[src/rtl/bloom_pkg.sv]
// Shared encodings for the bloom sweep scheduler and its side walkers.
package bloom_pkg;

    localparam logic [1:0] MODE_OFF   = 2'b00;
    localparam logic [1:0] MODE_REF   = 2'b01;
    localparam logic [1:0] MODE_BLOOM = 2'b10;

    localparam int                   IDX_WIDTH   = 6;
    localparam logic [IDX_WIDTH-1:0] INVALID_IDX = '1;

    typedef enum logic [1:0] {
        ST_IDLE   = 2'd0,
        ST_SELECT = 2'd1,
        ST_SWEEP  = 2'd2,
        ST_DONE   = 2'd3
    } state_t;

endpackage

[src/rtl/bloom_side_walker.sv]
// One bloom walker: owns a block pointer and an alive bit, and steps one block
// per accepted bloom_end in direction DIR (-1 or +1).
module bloom_side_walker
    import bloom_pkg::*;
#(
    parameter int BLOCK_NUM = 40,
    parameter int NUM_WIDTH = 6,
    parameter int DIR       = -1
) (
    input  logic                 clk,
    input  logic                 rst,
    input  logic                 load,
    input  logic [NUM_WIDTH-1:0] load_ptr,
    input  logic                 load_alive,
    input  logic                 kill,
    input  logic [BLOCK_NUM-1:0] contains_bloom,
    input  logic [BLOCK_NUM-1:0] bloom_end,
    input  logic [BLOCK_NUM-1:0] covered,
    output logic [NUM_WIDTH-1:0] ptr,
    output logic                 alive,
    output logic                 hit
);

    logic [NUM_WIDTH-1:0] nxt;
    logic                 in_range;
    logic                 step_ok;

    always_comb begin
        hit = alive && bloom_end[ptr];
        if (DIR < 0) begin
            nxt      = ptr - NUM_WIDTH'(1);
            in_range = (ptr != '0);
        end else begin
            nxt      = ptr + NUM_WIDTH'(1);
            in_range = ({1'b0, ptr} < (NUM_WIDTH+1)'(BLOCK_NUM - 1));
        end
        // a covered neighbour is the other walker's trail (or an earlier run's), so stop there
        step_ok = contains_bloom[ptr] && in_range && !covered[nxt];
    end

    always_ff @(posedge clk) begin
        if (rst) begin
            ptr   <= '0;
            alive <= 1'b0;
        end else if (load) begin
            ptr   <= load_ptr;
            alive <= load_alive;
        end else if (kill) begin
            alive <= 1'b0;
        end else if (hit) begin
            if (step_ok) ptr   <= nxt;
            else         alive <= 1'b0;
        end
    end

endmodule

[src/rtl/bloom_sweep_ctrl.sv]
// Bloom phase scheduler: walks each sorted reflector candidate outward in both
// directions, one block at a time, skipping blocks already covered this run.
//   state  | meaning
//   IDLE   | waiting for start
//   SELECT | pick next candidate, skip covered ones, end on invalid
//   SWEEP  | left/right walkers drive blocks into bloom mode
//   DONE   | one-cycle done pulse
module bloom_sweep_ctrl
    import bloom_pkg::*;
#(
    parameter int BLOCK_NUM  = 40,
    parameter int NUM_WIDTH  = 6,
    parameter int DIST_WIDTH = 14,
    parameter int REF_NUM    = 4,
    parameter int WDOG_WIDTH = 12,
    parameter int WDOG_LIMIT = 4000
) (
    input  logic                          clk,
    input  logic                          rst,
    input  logic                          start,
    input  logic [REF_NUM*NUM_WIDTH-1:0]  cand_addr,
    input  logic [REF_NUM*DIST_WIDTH-1:0] cand_dist,
    input  logic [BLOCK_NUM-1:0]          contains_bloom,
    input  logic [BLOCK_NUM-1:0]          bloom_end,
    output logic [BLOCK_NUM*2-1:0]        blk_mode,
    output logic [DIST_WIDTH-1:0]         distance,
    output logic [BLOCK_NUM-1:0]          covered,
    output logic                          busy,
    output logic                          done,
    output logic                          wdog_err
);

    localparam int IDX_W = $clog2(REF_NUM + 1);

    state_t state, state_nxt;

    logic [NUM_WIDTH-1:0]  cand_a [REF_NUM];
    logic [DIST_WIDTH-1:0] cand_d [REF_NUM];
    logic [IDX_W-1:0]      idx;
    logic [WDOG_WIDTH-1:0] wdog;

    logic [NUM_WIDTH-1:0]  cur_a;
    logic [DIST_WIDTH-1:0] cur_d;
    logic [NUM_WIDTH:0]    a_plus;
    logic                  sel_end, sel_skip, sel_go;
    logic                  wdog_hit, both_dead, kill;
    logic [BLOCK_NUM-1:0]  hit_vec;

    logic [NUM_WIDTH-1:0]  ptr_l, ptr_r;
    logic                  alive_l, alive_r, hit_l, hit_r;

    always_comb begin
        // idx == REF_NUM falls through to an all-ones index, which ends the run
        cur_a = '1;
        cur_d = '0;
        for (int i = 0; i < REF_NUM; i++) begin
            if (idx == IDX_W'(i)) begin
                cur_a = cand_a[i];
                cur_d = cand_d[i];
            end
        end
        a_plus    = {1'b0, cur_a} + (NUM_WIDTH+1)'(1);
        sel_end   = (&cur_a) || ({1'b0, cur_a} >= (NUM_WIDTH+1)'(BLOCK_NUM));
        sel_skip  = !sel_end && covered[cur_a];
        sel_go    = (state == ST_SELECT) && !sel_end && !sel_skip;
        wdog_hit  = (wdog == WDOG_WIDTH'(WDOG_LIMIT));
        both_dead = !alive_l && !alive_r;
        kill      = (state == ST_SWEEP) && wdog_hit;
        hit_vec   = '0;
        for (int i = 0; i < BLOCK_NUM; i++) begin
            hit_vec[i] = (hit_l && ptr_l == NUM_WIDTH'(i)) ||
                         (hit_r && ptr_r == NUM_WIDTH'(i));
        end
    end

    bloom_side_walker #(
        .BLOCK_NUM (BLOCK_NUM),
        .NUM_WIDTH (NUM_WIDTH),
        .DIR       (-1)
    ) u_walk_l (
        .clk            (clk),
        .rst            (rst),
        .load           (sel_go),
        .load_ptr       (cur_a),
        .load_alive     (1'b1),
        .kill           (kill),
        .contains_bloom (contains_bloom),
        .bloom_end      (bloom_end),
        .covered        (covered),
        .ptr            (ptr_l),
        .alive          (alive_l),
        .hit            (hit_l)
    );

    bloom_side_walker #(
        .BLOCK_NUM (BLOCK_NUM),
        .NUM_WIDTH (NUM_WIDTH),
        .DIR       (1)
    ) u_walk_r (
        .clk            (clk),
        .rst            (rst),
        .load           (sel_go),
        .load_ptr       (a_plus[NUM_WIDTH-1:0]),
        .load_alive     (a_plus < (NUM_WIDTH+1)'(BLOCK_NUM)),
        .kill           (kill),
        .contains_bloom (contains_bloom),
        .bloom_end      (bloom_end),
        .covered        (covered),
        .ptr            (ptr_r),
        .alive          (alive_r),
        .hit            (hit_r)
    );

    always_ff @(posedge clk) begin
        if (rst) state <= ST_IDLE;
        else     state <= state_nxt;
    end

    always_comb begin
        state_nxt = state;
        case (state)
            ST_IDLE:   if (start) state_nxt = ST_SELECT;
            ST_SELECT: begin
                if (sel_end)      state_nxt = ST_DONE;
                else if (!sel_skip) state_nxt = ST_SWEEP;
            end
            ST_SWEEP:  if (both_dead) state_nxt = ST_SELECT;
            ST_DONE:   state_nxt = ST_IDLE;
            default:   state_nxt = ST_IDLE;
        endcase
    end

    always_comb begin
        busy     = (state != ST_IDLE);
        done     = (state == ST_DONE);
        blk_mode = '0;
        if (state == ST_SWEEP) begin
            for (int i = 0; i < BLOCK_NUM; i++) begin
                if ((alive_l && ptr_l == NUM_WIDTH'(i)) || (alive_r && ptr_r == NUM_WIDTH'(i)))
                    blk_mode[2*i +: 2] = MODE_BLOOM;
            end
        end
    end

    always_ff @(posedge clk) begin
        if (rst) begin
            for (int i = 0; i < REF_NUM; i++) begin
                cand_a[i] <= '0;
                cand_d[i] <= '0;
            end
            idx      <= '0;
            wdog     <= '0;
            covered  <= '0;
            distance <= '0;
            wdog_err <= 1'b0;
        end else begin
            case (state)
                ST_IDLE: begin
                    if (start) begin
                        for (int i = 0; i < REF_NUM; i++) begin
                            cand_a[i] <= cand_addr[i*NUM_WIDTH +: NUM_WIDTH];
                            cand_d[i] <= cand_dist[i*DIST_WIDTH +: DIST_WIDTH];
                        end
                        idx      <= '0;
                        covered  <= '0;
                        wdog_err <= 1'b0;
                    end
                end
                ST_SELECT: begin
                    if (sel_skip) idx <= idx + IDX_W'(1);
                    if (sel_go) begin
                        distance <= cur_d;
                        wdog     <= '0;
                    end
                end
                ST_SWEEP: begin
                    covered <= covered | hit_vec;
                    // saturate at the limit so the abort stays asserted until the walkers drain
                    if (hit_l || hit_r) wdog <= '0;
                    else if (!wdog_hit) wdog <= wdog + WDOG_WIDTH'(1);
                    if (wdog_hit)  wdog_err <= 1'b1;
                    if (both_dead) idx <= idx + IDX_W'(1);
                end
                default: ;
            endcase
        end
    end

endmodule

[config.mk]
export PLATFORM = sky130hd
export DESIGN_NAME = bloom_sweep_ctrl
export DESIGN_NICKNAME = d
export VERILOG_FILES = /design/src/rtl/bloom_pkg.sv /design/src/rtl/bloom_side_walker.sv /design/src/rtl/bloom_sweep_ctrl.sv
export SDC_FILE = /design/constraint.sdc
export NUM_CORES = 1
export LEC_CHECK = 0
export BUFFER_PORTS_ARGS = -buffer_cell sky130_fd_sc_hd__buf_4
export CORE_MARGIN = 1
export CORE_UTILIZATION = 56
export CTS_BUF_LIST = sky130_fd_sc_hd__clkbuf_4 sky130_fd_sc_hd__clkbuf_8
export DETAILED_ROUTE_END_ITERATION = 10
export PLACE_DENSITY = 0.84
export SETUP_SLACK_MARGIN = 0.2
export SKIP_CTS_REPAIR_TIMING = 1
export SLEW_MARGIN = 20
export SYNTH_ARGS = -nofsm -noshare
export SYNTH_HDL_FRONTEND = slang
export SYNTH_SLANG_ARGS = --single-unit
[constraint.sdc]
create_clock -name clk -period 4.6 [get_ports clk]
set_input_delay 0.23 -clock clk [delete_from_list [all_inputs] [get_ports clk]]
set_output_delay 0.23 -clock clk [all_outputs]
set_load 0.03 [all_outputs]
==> out/metrics.csv, run 1 <==
metric,value,unit
status,completed,
cts.sinks,166,
synth_warnings,0,
routed_wl,36.0,mm
clockBufferDepth,2,
setup_ws,505,ps
p_switching,2.71,mW
portBuffers,259,
grt_pass1_vias,10500,
ys_seq_area_frac,0.351,
nets,1630,
seq_power_share,0.335,
postRouteAntennaNets,0,
start_util,0.575,
drt_iter0_drc,1210,
core_area,20400,um^2
ir_drop,0.300,mV
grt_pass1_wl,55.8,mm
dp_hpwl,26.5,mm
power_density,434,nW/um^2
syn_area,11700,um^2
grtUsageTotal,0.330,
diodes,0,
p_sw_frac,0.443,
grt_start_max_net_pins,81,
fmax,244,MHz
chipHeight,147,um
clock_tree.root_cell,clkbuf_8,
dieArea,21600,um^2
setup_viol,0,
dr.pass1.iters,6,
skew,11.8,ps
synth_flop_cell,dfxtp_1,
die_x,147,um
p_int,3.41,mW
required,5020,ps
via_per_inst,6.35,
drv_slew,0,
tightest_slew,1080,ps
max_slew_margin,0.277,
worstPathArrival,4510,ps
power.leakage,5.36,nW
synth_cell_types,86,
synth.avg_cell_area,9.52,um^2
globalplace.congestion,1.00,
end_kind,flip-flop,
cts_max_level,4,
syn_to_final_growth,20.0,%
layout-drive-gt1-share,0.284,
layout.cells.most_common,buf_4,
crit_type,flip-flop to flip-flop,
final_cell_mix,"buf_4 (281), nor2_1 (159), and2_1 (96)",
grt_overflow_total,0,
synth_cells,1234,
finalCritPeriodShare,0.890,
maxCapViolations,0,
rsz0062_at_grt,false,
rows,52,
synth-edff-count,80,
cts_buffers,17,
async_flop_share,0,
fin_tns_setup,0,ps
clk_pin_slew,110,ps
io_pins,300,
drc,0,
p_clk_frac,0.170,
num_vias,11000,
ys_ff_latch,166,
pwr-share-comb,0.495,
pre_cts_slack,607,ps
wl_per_cell,20.8,um
critPathLaunchType,flip-flop,
cts_tree,yes,
antenna_found_initial,0,
hold_path.class,input pin to flip-flop,
clock_insertion_delay_worst_skew,480,ps
timing_hold_violations_final,0,
min_period,4090,ps
path_max_fanout,36,
==> path summary, 6_finish.rpt <==
kind	startpoint	endpoint	slack, ps	cells past startpoint
setup reg to reg	idx[2]	idx[2]	510	13
setup / recovery	idx[2]	idx[2]	510	13
hold / removal	cand_dist[36]	cand_d[2][8]	10	2
hold reg to reg	wdog_err	wdog_err	510	2
==> metrics by stage <==
step	area, um^2	hold WS (ps)	power [mW]	instances	util
after floorplan	11900	428	4.30	1273	-
after global placement	13600	456	4.95	1689	0.668
after detailed placement	13600	486	5.01	1689	0.668
after CTS	14000	-0.859	6.05	1721	0.686
after global routing	14100	0.634	6.43	1727	0.690
final	14100	13.5	6.12	1727	0.690
==> cell families (layout without fill, tap and decap cells) <==
| family | after synthesis | after routing | synth area share |
|---|---|---|---|
| other | 1 | 40 | 0.000319 |
| flip-flops | 166 | 166 | 0.351 |
| AND/OR/NAND/NOR | 449 | 449 | 0.190 |
| adder cells (fa/ha/maj) | 23 | 23 | 0.0245 |
| multiplexers | 93 | 93 | 0.146 |
| AO/OA/AOI/OAI | 315 | 315 | 0.199 |
| XOR/XNOR | 20 | 20 | 0.0149 |
| buffers and inverters | 167 | 351 | 0.0747 |
==> power by group through the flow <==
stage               Clock, mW  Sequential, mW  Combinational, mW
global route             1.11            2.07               3.24
CTS                      1.05            2.04               2.96
finish                   1.04            2.05               3.03
global placement            0            2.07               2.89
floorplan                   0            2.01               2.28
detailed placement          0            2.07               2.94
==> cells in the mapped netlist, types with 19 or more instances <==
master    count  area share
edfxtp_1     80        0.20
buf_4        44       0.028
o21ai_0      22      0.0094
a32o_1       30       0.026
and2_1       96       0.051
ha_1         23       0.024
nor2_1      161       0.051
inv_1        27      0.0086
mux4_2       61        0.12
mux2i_1      26       0.022
a211oi_1     46       0.029
nand2_1      87       0.028
clkbuf_1     65       0.021
a21oi_1      78       0.033
dfxtp_1      86        0.15
o22a_1       40       0.030
a22oi_1      19       0.012
nand3_1      21      0.0089
==> sequential cells by signal, indices dropped and copies added (netlist names) <==
| register | cells |
|---|---|
| distance | 14 |
| wdog | 12 |
| cand_a | 24 |
| u_walk_r.alive | 1 |
| u_walk_r.ptr | 6 |
| cand_d | 56 |
| idx | 3 |
| wdog_err | 1 |
| u_walk_l.alive | 1 |
| u_walk_l.ptr | 6 |
| covered | 40 |
| state | 2 |
==> layout make-up <==
| type | count | area, um^2 |
|---|---|---|
| multi-input combinational | 940 | 6940 |
| inverter | 32 | 120 |
| clock buffer | 18 | 241 |
| timing repair buffer | 287 | 2180 |
| clock inverter | 14 | 144 |
| sequential | 166 | 4130 |
| tap | 270 | 338 |
| fill | 1626 | 6340 |
==> worst max-delay path: stages (launching register included) <==
cell	delay, ps
dfxtp_1	560
inv_1	120
ha_1	250
buf_4	260
nor2_2	360
o311ai_1	220
o21ai_1	400
nand3_1	150
a211oi_1	300
o211a_1	220
and3_4	250
o21ai_0	260
or3b_2	540
a21oi_1	140
==> per-layer routing <==
metal  share of wire  GRT usage  vias up  routed length, um
li1                -          -     4960                  -
met1            0.38      0.413     5132              13700
met2            0.48      0.530      745              17100
met3            0.11     0.0866      130               3820
met4           0.038      0.159        0               1350
met5               0          0        -                  0
Power figures use the tool's default switching activity.
==> run 2, diff against run 1 <==
ABC_AREA = 1   (was unset)
PLACE_DENSITY = 0.83   (was 0.84)
==> run 2 against run 1 <==
Setup slack better by 350 ps. Critical path depth is 8 higher. Area after synthesis is 3.7% higher. Total power is 43% higher. First-iteration DRC count is 26% higher. Synthesized cell count is 49% higher. Sequential power is 5% higher. Combinational power is 84% higher. Utilization is 1.2 points lower. Clock-buffer cell count is 1 higher. Sequential share of layout area is 0.51 points lower. Largest power group unchanged. Highest routed layer unchanged.
==> out/metrics.csv, run 2 <==
metric,value,unit
synth_cells,1835,
routed_wl,40.7,mm
syn_area,12200,um^2
antenna_found_initial,0,
portBuffers,259,
ys_seq_area_frac,0.339,
crit_start,idx[1],
dr.pass1.iters,7,
io_pins,300,
grtUsageTotal,0.357,
end_kind,flip-flop,
fin_util,0.678,
p_sw_frac,0.545,
path_max_fanout,33,
biggestRegsByFlops,"cand_d (56), covered (40), cand_a (24)",
nets,2202,
met2_usage,0.575,
synth_most_common_cell,nand2_1,
dp_hpwl,29.4,mm
clk_pin_slew,100,ps
p_switching,4.77,mW
seq_power_share,0.246,
core_area,21200,um^2
synth_top_area_cell,edfxtp_1,
power.leakage,6.17,nW
skew,19.7,ps
ff2ff_setup_slack,860,ps
clockBufferDepth,2,
yosysTopAreaCellShare,0.197,
tightest_slew,1100,ps
postRouteAntennaNets,0,
critPathLaunchType,flip-flop,
synth-edff-count,80,
cts_max_level,4,
synth_flop_cell,dfxtp_1,
chipHeight,149,um
grt_busiest_layer,met2,
hold_path.class,input pin to flip-flop,
ys_ff_latch,166,
path_cells,ha_1 -> ha_1 -> buf_4 -> inv_1 -> or2_2 -> nand2_4 -> nand2_1 -> nand3_1 -> nand2_1 -> nand2_1 -> nand2_1 -> inv_1 -> nand2_1 -> nand2_1 -> nand3_4 -> nand2_4 -> nand2_4 -> nand2_2 -> inv_2 -> nor2_1 -> nor2_1,
rows,53,
grt_overflow_total,0,
max_slew_margin,0.266,
globalplace.congestion,1.01,
fin_tns_setup,0,ps
use_met1,0.429,
via_per_inst,5.79,
start_util,0.576,
min_period,3740,ps
cts_buffers,17,
pwr-share-comb,0.636,
min-delay-start,cand_addr[2],
p_clk_frac,0.118,
crit_top_cell,nand2_1,
drc,0,
drt_iter0_drc,1528,
wl_per_cell,17.7,um
top_register,cand_d,
layout-drive-gt1-share,0.176,
cp_slowest_stage_delay,480,ps
num_vias,13300,
p_int,3.98,mW
clock_tree.root_cell,clkbuf_8,
ir_drop,0.331,mV
synth.top_cells.by_area,"edfxtp_1 (20%), dfxtp_1 (14%), nand2_1 (8.6%)",
required,4970,ps
grt_pass1_vias,12100,
largest_reg_flops,56,
synth.avg_cell_area,6.64,um^2
timing_hold_violations_final,0,
drv_slew,0,
worstPathArrival,4110,ps
grt_start_max_net_pins,87,
synth_commonest_cells,"nand2_1 (279), nor2_1 (272), inv_1 (217)",
async_flop_share,0,
fmax,267,MHz
setup_viol,0,
maxCapViolations,0,
clock_insertion_delay_worst_skew,480,ps
rsz0062_at_grt,false,
dieArea,22300,um^2
layout.cells.most_common,buf_4,
final_cell_mix,"buf_4 (280), nand2_1 (277), nor2_1 (272)",
r2r-start,idx[1],
grt_pass1_wl,62.1,mm
cts_tree,yes,
crit_type,flip-flop to flip-flop,
synth_warnings,0,
gr-usage-met3,0.0829,
cts.sinks,166,
finalCritPeriodShare,0.813,
power_density,610,nW/um^2
syn_to_final_growth,17.8,%
status,completed,
hold_ws,37.7,ps
diodes,0,
cp_slowest_cell,or2_2,
synth_cell_types,48,
die_x,149,um
==> run 2: cell types whose count changed in the layout (fill, tap and decap cells not counted), moves of 40 or more <==
cell,change
o21ai_0,+183
nand2_1,+191
a21oi_1,+92
nor2_1,+113
a211oi_1,-46
inv_1,+190
o22a_1,-40
mux4_2,-61
and2_1,-95
nand3_1,+125
==> run 2: cell families after synthesis <==
group / share of synthesized area
simple gates: 0.278
flops: 0.339
buf+inv: 0.139
fa+ha+maj: 0.0236
compound gates: 0.210
other cells: 0.000308
xor+xnor: 0.0101
==> run 2: power by group through the flow <==
stage,combinational [mW],sequential (mW),clock [mW]
floorplan,4.03,2.22,0
global placement,5.30,2.16,0
detailed placement,5.39,2.18,0
CTS,5.42,2.15,1.03
global route,6.10,2.18,1.08
finish,5.57,2.15,1.04
==> run 2: area by class of cell <==
type / instances / area, um^2
sequential: 166 / 4130
tap: 275 / 344
inverter: 230 / 866
multi-input combinational: 1321 / 6530
timing repair buffer: 280 / 2100
clock buffer: 19 / 249
fill: 1919 / 6810
clock inverter: 13 / 125
==> run 2: path summary, 6_finish.rpt <==
kind | endpoint | cells after the start
setup / recovery | wdog[6] | 21
hold / removal | cand_a[0][2] | 3
setup reg to reg | wdog[6] | 21
hold reg to reg | distance[6] | 2
==> run 2: routing by layer <==
layer	routed length, um	vias up
li1	-	6369
met1	15200	5993
met2	18900	819
met3	4320	150
met4	2350	0
met5	0	-
==> run 2: critical path, delay by kind of cell (launching register included) <==
family	cells	cell delay, ps
and+or+nand+nor	15	2170
buffers and inverters	4	670
DFF	1	420
adders and majority gates	2	360
==> run 2: through the flow <==
stage	instances	worst slack [ps]	power [mW]	area [um^2]
floorplan	1874	1770	6.25	12300
global placement	2272	1140	7.46	14000
detailed placement	2272	989	7.57	14000
CTS	2304	891	8.60	14300
global route	2304	473	9.36	14300
finish	2304	859	8.76	14300
==> run 3, diff against run 2 <==
CORE_UTILIZATION = 51   (was 56)
PLACE_DENSITY = 0.8   (was 0.83)
clock period = 3.19 ns   (was 4.6 ns; I/O delays follow)
==> run 3 against run 2 <==
The run now ends with hold timing left. Routed wire length grew 3.4%. Hold slack lost 60 ps. Critical path depth shrank 13. First-iteration DRC count shrank 3.5%. Via count grew 1.2%. Clock-buffer cell count shrank 2. Setup slack lost 520 ps. Cell count grew 4.7%. Non-clock buffer count grew 62. Design area grew 5.3%. Critical path type is now flip-flop to output pin.
==> out/metrics.csv, run 3 (synthesis gave the netlist of run 2 again) <==
metric,value,unit
hold_ws,-22.2,ps
worst-path-buf-inv,4,
cp_slowest_cell,dfxtp_1,
grt_overflow_total,0,
crit_type,flip-flop to output pin,
ir_drop,0.563,mV
globalplace.congestion,0.996,
min_path_cells,3,
critPathLaunchType,flip-flop,
syn_to_final_growth,23.9,%
wl_per_cell,17.5,um
skew,24.1,ps
grt_start_max_net_pins,86,
timing_hold_violations_final,23,
io_pins,300,
setup_viol,0,
clk_pin_slew,100,ps
die_x,157,um
fmax,351,MHz
finalCritPeriodShare,0.893,
worstPathArrival,2690,ps
fin_tns_setup,0,ps
failed_checks,hold timing,
dp_hpwl,30.9,mm
via_per_inst,5.59,
pre_cts_slack,35.0,ps
cts_tree,yes,
maxCapViolations,0,
drv_slew,0,
final_cell_mix,"buf_4 (311), nand2_1 (276), nor2_1 (271)",
rsz0062_at_grt,true,
cp_slowest_stage_delay,500,ps
n_fill_cell,2152,
clock_tree.root_cell,clkbuf_8,
drc,0,
clock_insertion_delay_worst_skew,480,ps
dieArea,24500,um^2
grt_pass1_wl,63.7,mm
hold_path.class,input pin to flip-flop,
top_register,cand_d,
min_period,2850,ps
biggestRegsByFlops,"cand_d (56), covered (40), cand_a (24)",
nets,2266,
layout.cells.most_common,buf_4,
ff2ff_setup_slack,360,ps
largest_reg_flops,56,
postRouteAntennaNets,0,
fin_cells,2412,
end_kind,output pin,
r2r_cells,12,
crit_family,buffers and inverters,
rows,56,
grt_pass1_vias,12200,
max_slew_margin,0.339,
power_density,899,nW/um^2
dr.pass1.iters,6,
power.leakage,6.51,nW
finalPower,13.6,mW
multi_input_area,6610,um^2
cts_max_level,4,
path_max_fanout,18,
routed_wl,42.1,mm
num_vias,13500,
tightest_slew,991,ps
antenna_found_initial,0,
path_cells,inv_1 -> nor2_1 -> buf_4 -> inv_1 -> nor3_1 -> nand2_1 -> a21oi_1 -> buf_4,
required,3030,ps
seqCellArea,4130,um^2
r2r_end,covered[27],
cts.sinks,166,
status,"finished, violations left",
min-delay-start,cand_dist[21],
core_area,23500,um^2
drt_iter0_drc,1475,
portBuffers,259,
r2r-start,u_walk_l.ptr[0],
chipHeight,157,um
placedCellCount,2351,
start_util,0.519,
setup_ws,341,ps
min_to,cand_d[1][7],
diodes,0,
cts_buffers,17,
grtUsageTotal,0.334,
clockBufferDepth,2,
layout-drive-gt1-share,0.194,
run 3: worst min-delay path: cells and delay by family:
| family | cells | cell delay (ps) |
|---|---|---|
| buffers and inverters | 2 | 110 |
| and+or+nand+nor | 1 | 80 |
run 3: worst max path at each step:
stage / startpoint / end / slack, ps / cells after the start
3_5_place_dp: idx[1] / wdog[4] / 40 / 22
3_3_place_gp: idx[1] / wdog[7] / 180 / 22
2_1_floorplan: state[0] / cand_a[0][0] / 360 / 4
5_1_grt: u_walk_l.ptr[0] / covered[27] / 180 / 13
6_report: u_walk_l.ptr[4] / blk_mode[51] / 340 / 8
4_1_cts: idx[1] / wdog[4] / -10 / 22
run 3: final cells by class:
| type | instances | share of cell area |
|---|---|---|
| Multi-Input combinational cell | 1323 | 0.438 |
| Sequential cell | 166 | 0.274 |
| Timing Repair Buffer | 342 | 0.178 |
| Inverter | 230 | 0.0579 |
| Tap cell | 319 | 0.0264 |
| Clock buffer | 17 | 0.0155 |
| Clock inverter | 15 | 0.0108 |
run 3: routing by layer:
layer	vias up	part of all wire	track usage
li1	6502	-	-
met1	6161	0.38	0.401
met2	721	0.46	0.545
met3	109	0.089	0.0645
met4	0	0.064	0.222
met5	-	0	0
run 3: where the power goes:
group / leakage [nW] / switching [mW] / total (mW) / internal, mW
Combinational: 4.75 / 5.99 / 8.89 / 2.90
Clock: 0.199 / 0.912 / 1.56 / 0.652
Sequential: 1.56 / 0.325 / 3.12 / 2.79
run 3: per-stage QoR:
step,instance area [um^2],hold slack [ps],util
after floorplan,12300,239,-
after global placement,14300,455,0.610
after detailed placement,14300,462,0.610
after CTS,14700,-43.1,0.627
after global routing,15100,0.825,0.643
final,15100,-22.2,0.643
